### src/rtl/pulse_sync_scheduler.sv
// Sending-domain scheduler that shares one toggle pulse synchronizer among NUM_REQ
// requesters: per-requester pending counters, round-robin grant and minimum pulse spacing.
module pulse_sync_scheduler #(
  parameter  int NUM_REQ = 4,
  parameter  int CNT_W   = 3,
  parameter  int GAP     = 4,
  localparam int ID_W    = (NUM_REQ > 1) ? $clog2(NUM_REQ) : 1
) (
  input  logic               clock_a,
  input  logic               async_rst_n,
  input  logic               en,
  input  logic [NUM_REQ-1:0] req_pls,
  input  logic [NUM_REQ-1:0] clr_ovf,
  output logic               pls_a,
  output logic [ID_W-1:0]    pls_id,
  output logic               busy,
  output logic               pend_any,
  output logic [NUM_REQ-1:0] ovf_flag
);

  localparam int               GAP_W   = (GAP > 1) ? $clog2(GAP) : 1;
  localparam logic [CNT_W-1:0] CNT_MAX = '1;
  localparam logic [GAP_W-1:0] GAP_LD  = GAP_W'(GAP - 1);

  typedef enum logic [1:0] {
    S_IDLE,
    S_ISSUE,
    S_HOLDOFF
  } state_e;

  state_e             state_q, state_d;
  logic [GAP_W-1:0]   gap_q, gap_d;
  logic [ID_W-1:0]    rr_ptr_q;
  logic [CNT_W-1:0]   cnt_q [NUM_REQ];
  logic [CNT_W-1:0]   cnt_d [NUM_REQ];
  logic [NUM_REQ-1:0] dec_vec;
  logic [NUM_REQ-1:0] ovf_d;
  logic               pend_d;
  logic               win_found;
  logic [ID_W-1:0]    win_id;
  logic               grant;

  // Round-robin search starting just after the last granted requester.
  always_comb begin
    int              idx;
    logic [ID_W-1:0] cand;
    win_found = 1'b0;
    win_id    = '0;
    for (int k = 1; k <= NUM_REQ; k++) begin
      idx  = (int'(rr_ptr_q) + k) % NUM_REQ;
      cand = ID_W'(idx);
      if (!win_found && (cnt_q[cand] != '0)) begin
        win_found = 1'b1;
        win_id    = cand;
      end
    end
  end

  // NOTE: every signal written in an always_comb gets a default first, so no path
  // through the block leaves it unassigned and no latch is inferred.
  always_comb begin
    state_d = state_q;
    gap_d   = gap_q;
    grant   = 1'b0;
    unique case (state_q)
      S_IDLE: begin
        if (en && win_found) begin
          grant   = 1'b1;
          state_d = S_ISSUE;
        end
      end
      S_ISSUE: begin
        gap_d   = GAP_LD;
        state_d = S_HOLDOFF;
      end
      S_HOLDOFF: begin
        if (gap_q == '0) state_d = S_IDLE;
        else             gap_d   = gap_q - GAP_W'(1);
      end
      default: state_d = S_IDLE;
    endcase
  end

  // A request that coincides with its own decrement cancels out, so it can never overflow.
  always_comb begin
    dec_vec = '0;
    cnt_d   = cnt_q;
    ovf_d   = ovf_flag & ~clr_ovf;
    pend_d  = 1'b0;
    for (int i = 0; i < NUM_REQ; i++) begin
      dec_vec[i] = (state_q == S_ISSUE) && (pls_id == ID_W'(i));
      if (req_pls[i] && !dec_vec[i]) begin
        if (cnt_q[i] == CNT_MAX) ovf_d[i] = 1'b1;
        else                     cnt_d[i] = cnt_q[i] + CNT_W'(1);
      end else if (dec_vec[i] && !req_pls[i]) begin
        cnt_d[i] = cnt_q[i] - CNT_W'(1);
      end
      pend_d = pend_d | (cnt_d[i] != '0);
    end
  end

  // NOTE: the pending counters are a handful of flops rather than a RAM, so they are
  // reset like any other register; reset must discard all queued work.
  always_ff @(posedge clock_a or negedge async_rst_n) begin
    if (!async_rst_n) begin
      state_q  <= S_IDLE;
      gap_q    <= '0;
      rr_ptr_q <= ID_W'(NUM_REQ - 1);
      pls_a    <= 1'b0;
      pls_id   <= '0;
      busy     <= 1'b0;
      pend_any <= 1'b0;
      ovf_flag <= '0;
      for (int i = 0; i < NUM_REQ; i++) cnt_q[i] <= '0;
    end else begin
      // NOTE: all state updates are non-blocking so every flop samples pre-edge values.
      state_q  <= state_d;
      gap_q    <= gap_d;
      pls_a    <= (state_d == S_ISSUE);
      busy     <= (state_d != S_IDLE);
      pend_any <= pend_d;
      ovf_flag <= ovf_d;
      cnt_q    <= cnt_d;
      if (grant)              pls_id   <= win_id;
      if (state_q == S_ISSUE) rr_ptr_q <= pls_id;
    end
  end

endmodule

### config.mk
export PLATFORM = sky130hd
export DESIGN_NAME = pulse_sync_scheduler
export DESIGN_NICKNAME = d
export VERILOG_FILES = /design/src/rtl/pulse_sync_scheduler.sv
export SDC_FILE = /design/constraint.sdc
export NUM_CORES = 1
export LEC_CHECK = 0
export CORE_ASPECT_RATIO = 1.25
export CORE_MARGIN = 2
export CORE_UTILIZATION = 42
export CTS_BUF_LIST = sky130_fd_sc_hd__clkbuf_4 sky130_fd_sc_hd__clkbuf_8 sky130_fd_sc_hd__clkbuf_16
export DETAILED_ROUTE_END_ITERATION = 12
export PLACE_DENSITY = 0.6
export SLEW_MARGIN = 0
export SYNTH_ARGS = -nofsm -noshare
export SYNTH_HDL_FRONTEND = slang
export SYNTH_SLANG_ARGS = --single-unit
### constraint.sdc
create_clock -name clock_a -period 3.1 [get_ports clock_a]
set_clock_uncertainty 0.15 [all_clocks]
set_input_delay 0.775 -clock clock_a [delete_from_list [all_inputs] [get_ports clock_a]]
set_output_delay 0.775 -clock clock_a [all_outputs]
set_load 0.02 [all_outputs]
Word-level counts from Yosys, hierarchy flattened
Cells that the tools add are included.
{"block": "totals", "ff_bits": 27, "input_bits": 11, "out_inout_bits": 9, "elab_cells": 137}
{"block": "classes", "n_addsub": 13, "n_lt_le_gt_ge": 4, "eq_ne": 11, "mux": 47, "bitwise": 9, "n_reduce_logical": 41}
{"operator": "two-way mux 3 bit", "count": 20}
{"operator": "binary-select mux 3 bit (select 2 bit)", "count": 4}
{"operator": "nonzero test 3 bit", "count": 8}
{"operator": "logical AND 1 bit", "count": 16}
{"operator": "two-way mux 1 bit", "count": 14}
{"operator": "two-way mux 2 bit", "count": 7}
{"operator": "adder 3 x 1 -> 3 bit, second input constant", "count": 4}
{"operator": "equality test 3 bit, second input constant", "count": 4}
{"operator": ">= comparator 3 bit, second input constant", "count": 4}
{"operator": "inverter 2 -> 3 bit", "count": 4}
{"operator": "subtractor 3 x 1 -> 3 bit, second input constant", "count": 4}
{"operator": "logical NOT 1 bit", "count": 11}
{"operator": "equality test 2 x 1 -> 1 bit, second input constant", "count": 3}
{"operator": "equality test 2 bit, second input constant", "count": 3}
{"operator": "logical NOT 2 bit", "count": 3}
{"operator": "one-hot mux 2 bit (3 select lines)", "count": 1}
{"operator": "adder 2 x 1 -> 2 bit, second input constant", "count": 2}
{"operator": "adder 2 bit, second input constant", "count": 2}
{"operator": "bitwise AND 4 bit", "count": 1}
{"operator": "inverter 4 bit", "count": 1}
{"operator": "one-hot mux 2 bit (2 select lines)", "count": 1}
{"operator": "nonzero test 2 bit", "count": 2}
{"operator": "bitwise OR 1 bit", "count": 3}
{"operator": "!= test 2 bit, second input constant", "count": 1}
{"operator": "other kinds (2)", "count": 2}

Longest topological paths before layout
{"block": "logic_depth", "depth_word": 20, "depth_mapped": 7, "ltp_nobuf": 7}

Worst setup path before layout
Ideal clock, no wire load.
{"block": "synth_timing", "path_type": "register to register", "start": "reg pls_id[1]", "end": "reg pend_any", "setup_ns": 0.135, "arrival_time_ns": 1.831, "required_ns": 2.815, "slack_ns": 0.985, "path_stages_with_launch": 7, "n_path_buf": 1, "synth_period_minus_slack_ns": 2.115, "path_cell_list": "dfrtp_1 or4b_1 buf_2 a21o_1 a221o_1 nor3_2 nand4_1"}
{"item": "start, declared", "line_no": "15", "source": "output logic [ID_W-1:0] pls_id,"}
{"item": "start signal, assigned", "line_no": "124", "source": "if (grant) pls_id <= win_id;"}
{"item": "end signal, assigned", "line_no": "121", "source": "pend_any <= pend_d;"}
{"item": "end, declared", "line_no": "17", "source": "output logic pend_any,"}

Worst setup path after layout
{"block": "layout_timing", "start": "reg pls_id[1]", "end": "out pls_id[1]"}
No word-level cell between the ends.

==> out/metrics.yaml <==
status: "completed"
drive_gt1_share_pct: 6.37
cap_viol_max_count: 0
fin_hold_ws_ns: 0.385
postRouteAntennaNets: 0
yosysSeqAreaShare_pct: 40.7
layout_commonest_cell: "dfrtp_1"
syn2layout_area_growth_pct: 17.8
nNetsFinal: 225
setup_tns_ns: 0
crit_chain: "clkdlybuf4s50_1"
cts_setup_buffers: 0
crit_slowest_cell: "clkdlybuf4s50_1"
grt_use_total_pct: 17.5
place.gp.congestion: 0.834
post-place-ws_ns: 0.500
synth-edff-count: 0
drtIter0Drc: 37
critPathCaptureType: "output port"
rsz0062_at_grt: "no"
mostFrequentLayoutCells: "dfrtp_1, inv_1, clkdlybuf4s50_1"
fillCellCount: 361
fin_util_pct: 51.9
insertion_delay_ns: 0.27
grt_overflow: 0
drc: 0
grt_pass1_wl_mm: 5.89
whs_endpoint: "ovf_flag[1]"
critPathTopFamily: "buffers and inverters"
reg2reg_to: "pend_any"
row_count: 25
synth_ff_type: "dfrtp_1"
grt_max_degree: 28
p_total_mw: 1.72
die_y_um: 74.5
clk_pin_slew_ns: 0.09
setup_viol: 0
place_inst: 254
io_pins: 20
async_reset_ff_share_pct: 100
startpoint_type: "flip-flop"
min_path_type: "flip-flop to flip-flop"
io_buffers: 19
crit_buf_inv: 1
tritoncts: "built"
critical_path_required_ns: 2.17
cts_hold_buf: 0
p_leak_nw: 0.820
final_area_um2: 1960
slew_headroom_pct: 59.6
synth_nets: 204
post_dp_cell_area_um2: 1920
finalNonFillerCells: 258
period_needed_ns: 2.40
wire_per_inst_um: 14.1
initial_core_util_pct: 44.1
first_pass_iters: 4
highest-signal-layer: "met4"
coreArea_um2: 3780
max_freq_mhz: 416
avgSynthCellArea_um2: 9.06
cts-htree-levels: 1
drv_slew: 0
worstMarginPinSlew_ns: 0.597
first_global_vias: 1324
cp.arrival_ns: 1.48
r2r_start: "state_q[0]"
vias: 1415
wl_met3_um: 64
rr_worst_depth: 5
cpPeakStageDelay_ns: 0.67
viasPerCell: 5.48
synth-seq-cells: 27
cts_sinks: 27
die_area_um2: 4490
rrSetupSlack_ns: 0.82
hpwl_mm: 2.68
antenna_found_initial: 0
die_width_um: 60.4
synth_area_um2: 1670
synth.distinct_cells: 46
critical_path_class: "flip-flop to output port"
setup_slack_ns: 0.696
diodes: 0
wl_met2_mm: 1.92
clockBufferDepth: 2
finalHoldViolations: 0
power.density_nw_per_um2: 875
holdPathStages: 2
vdd_drop_max_v: 0.000344
hp-start: "ovf_flag[1]"
cts_buffers: 3
routed_wl_mm: 3.65
crit_fanout: 9
ys.warnings.count: 0
drt-met1-wl_mm: 1.59
min_period_over_period_pct: 77.6
cts.repair.resized: 0
postSynthCellCount: 184
cts_root_buf: "clkbuf_8"
-- state kept, by name, indices dropped and copies added (netlist names) --
name,flops
ovf_flag,4
pls_id,2
rr_ptr_q,2
cnt_q,12
pls_a,1
pend_any,1
state_q,2
busy,1
gap_q,2
-- final cells by class --
cell class / count / area (um2) / share of cell area [%]
Tap cell: 54 / 67.6 / 3.44
Timing Repair Buffer: 21 / 205 / 10.4
Inverter: 24 / 90.1 / 4.59
Sequential cell: 27 / 678 / 34.5
Multi-Input combinational cell: 128 / 877 / 44.6
Clock buffer: 3 / 41.3 / 2.10
Clock inverter: 1 / 5.00 / 0.255
-- per-layer routing --
layer / vias to the layer above / track usage [%]
met5: - / 0
met4: 0 / 6.67
met3: 7 / 2.26
met2: 15 / 30.9
met1: 684 / 21.5
li1: 709 / -
-- cell usage after synthesis, types with 2 or more instances --
cell | number | area, um2
nand2_1 | 15 | 56.3
ha_1 | 9 | 113
inv_1 | 24 | 90.1
a21oi_1 | 11 | 55.1
nor4b_1 | 3 | 26.3
mux2i_1 | 3 | 30.0
clkbuf_1 | 2 | 7.51
dfstp_2 | 2 | 52.6
o21ai_0 | 14 | 70.1
o211ai_1 | 2 | 15.0
or3_1 | 4 | 25.0
nor3_1 | 6 | 30.0
nand3_1 | 3 | 15.0
dfrtp_1 | 25 | 626
a221o_1 | 2 | 20.0
mux2_2 | 2 | 22.5
nor2_1 | 8 | 30.0
o22ai_1 | 2 | 12.5
a21boi_0 | 3 | 22.5
o31a_1 | 2 | 17.5
nand4_1 | 3 | 18.8
xnor2_1 | 4 | 35.0
a21o_1 | 3 | 22.5
a32oi_1 | 3 | 26.3
a211oi_1 | 3 | 22.5
buf_2 | 3 | 15.0
nand2b_1 | 4 | 25.0
-- report_power, final --
group / leakage, nW / internal, mW / total [mW] / switching [mW]
clock network: 0.0255 / 0.0901 / 0.201 / 0.111
logic: 0.488 / 0.394 / 0.826 / 0.432
registers: 0.306 / 0.501 / 0.692 / 0.190
-- worst max-delay path by stage --
stage | from | end | slack [ns] | depth (start not counted)
after floorplan | pls_id[1] | pend_any | 0.98 | 6
after global placement | req_pls[0] | pend_any | 0.54 | 6
after detailed placement | req_pls[0] | pend_any | 0.50 | 6
after CTS | pls_id[1] | pls_id[1] | 0.69 | 1
after global routing | pls_id[1] | pls_id[1] | 0.65 | 1
final | pls_id[1] | pls_id[1] | 0.70 | 1
-- logic make-up after synthesis --
kind of cell	after synthesis	share of synthesized area [%]
AO/OA/AOI/OAI	52	20.7
XOR/XNOR	4	2.10
adder cells (fa/ha/maj)	9	6.75
buffers and inverters	29	6.75
flip-flops	27	40.7
multiplexers	5	3.15
AND/OR/NAND/NOR	58	19.9
No activity file was read; power rests on OpenSTA's default activity.
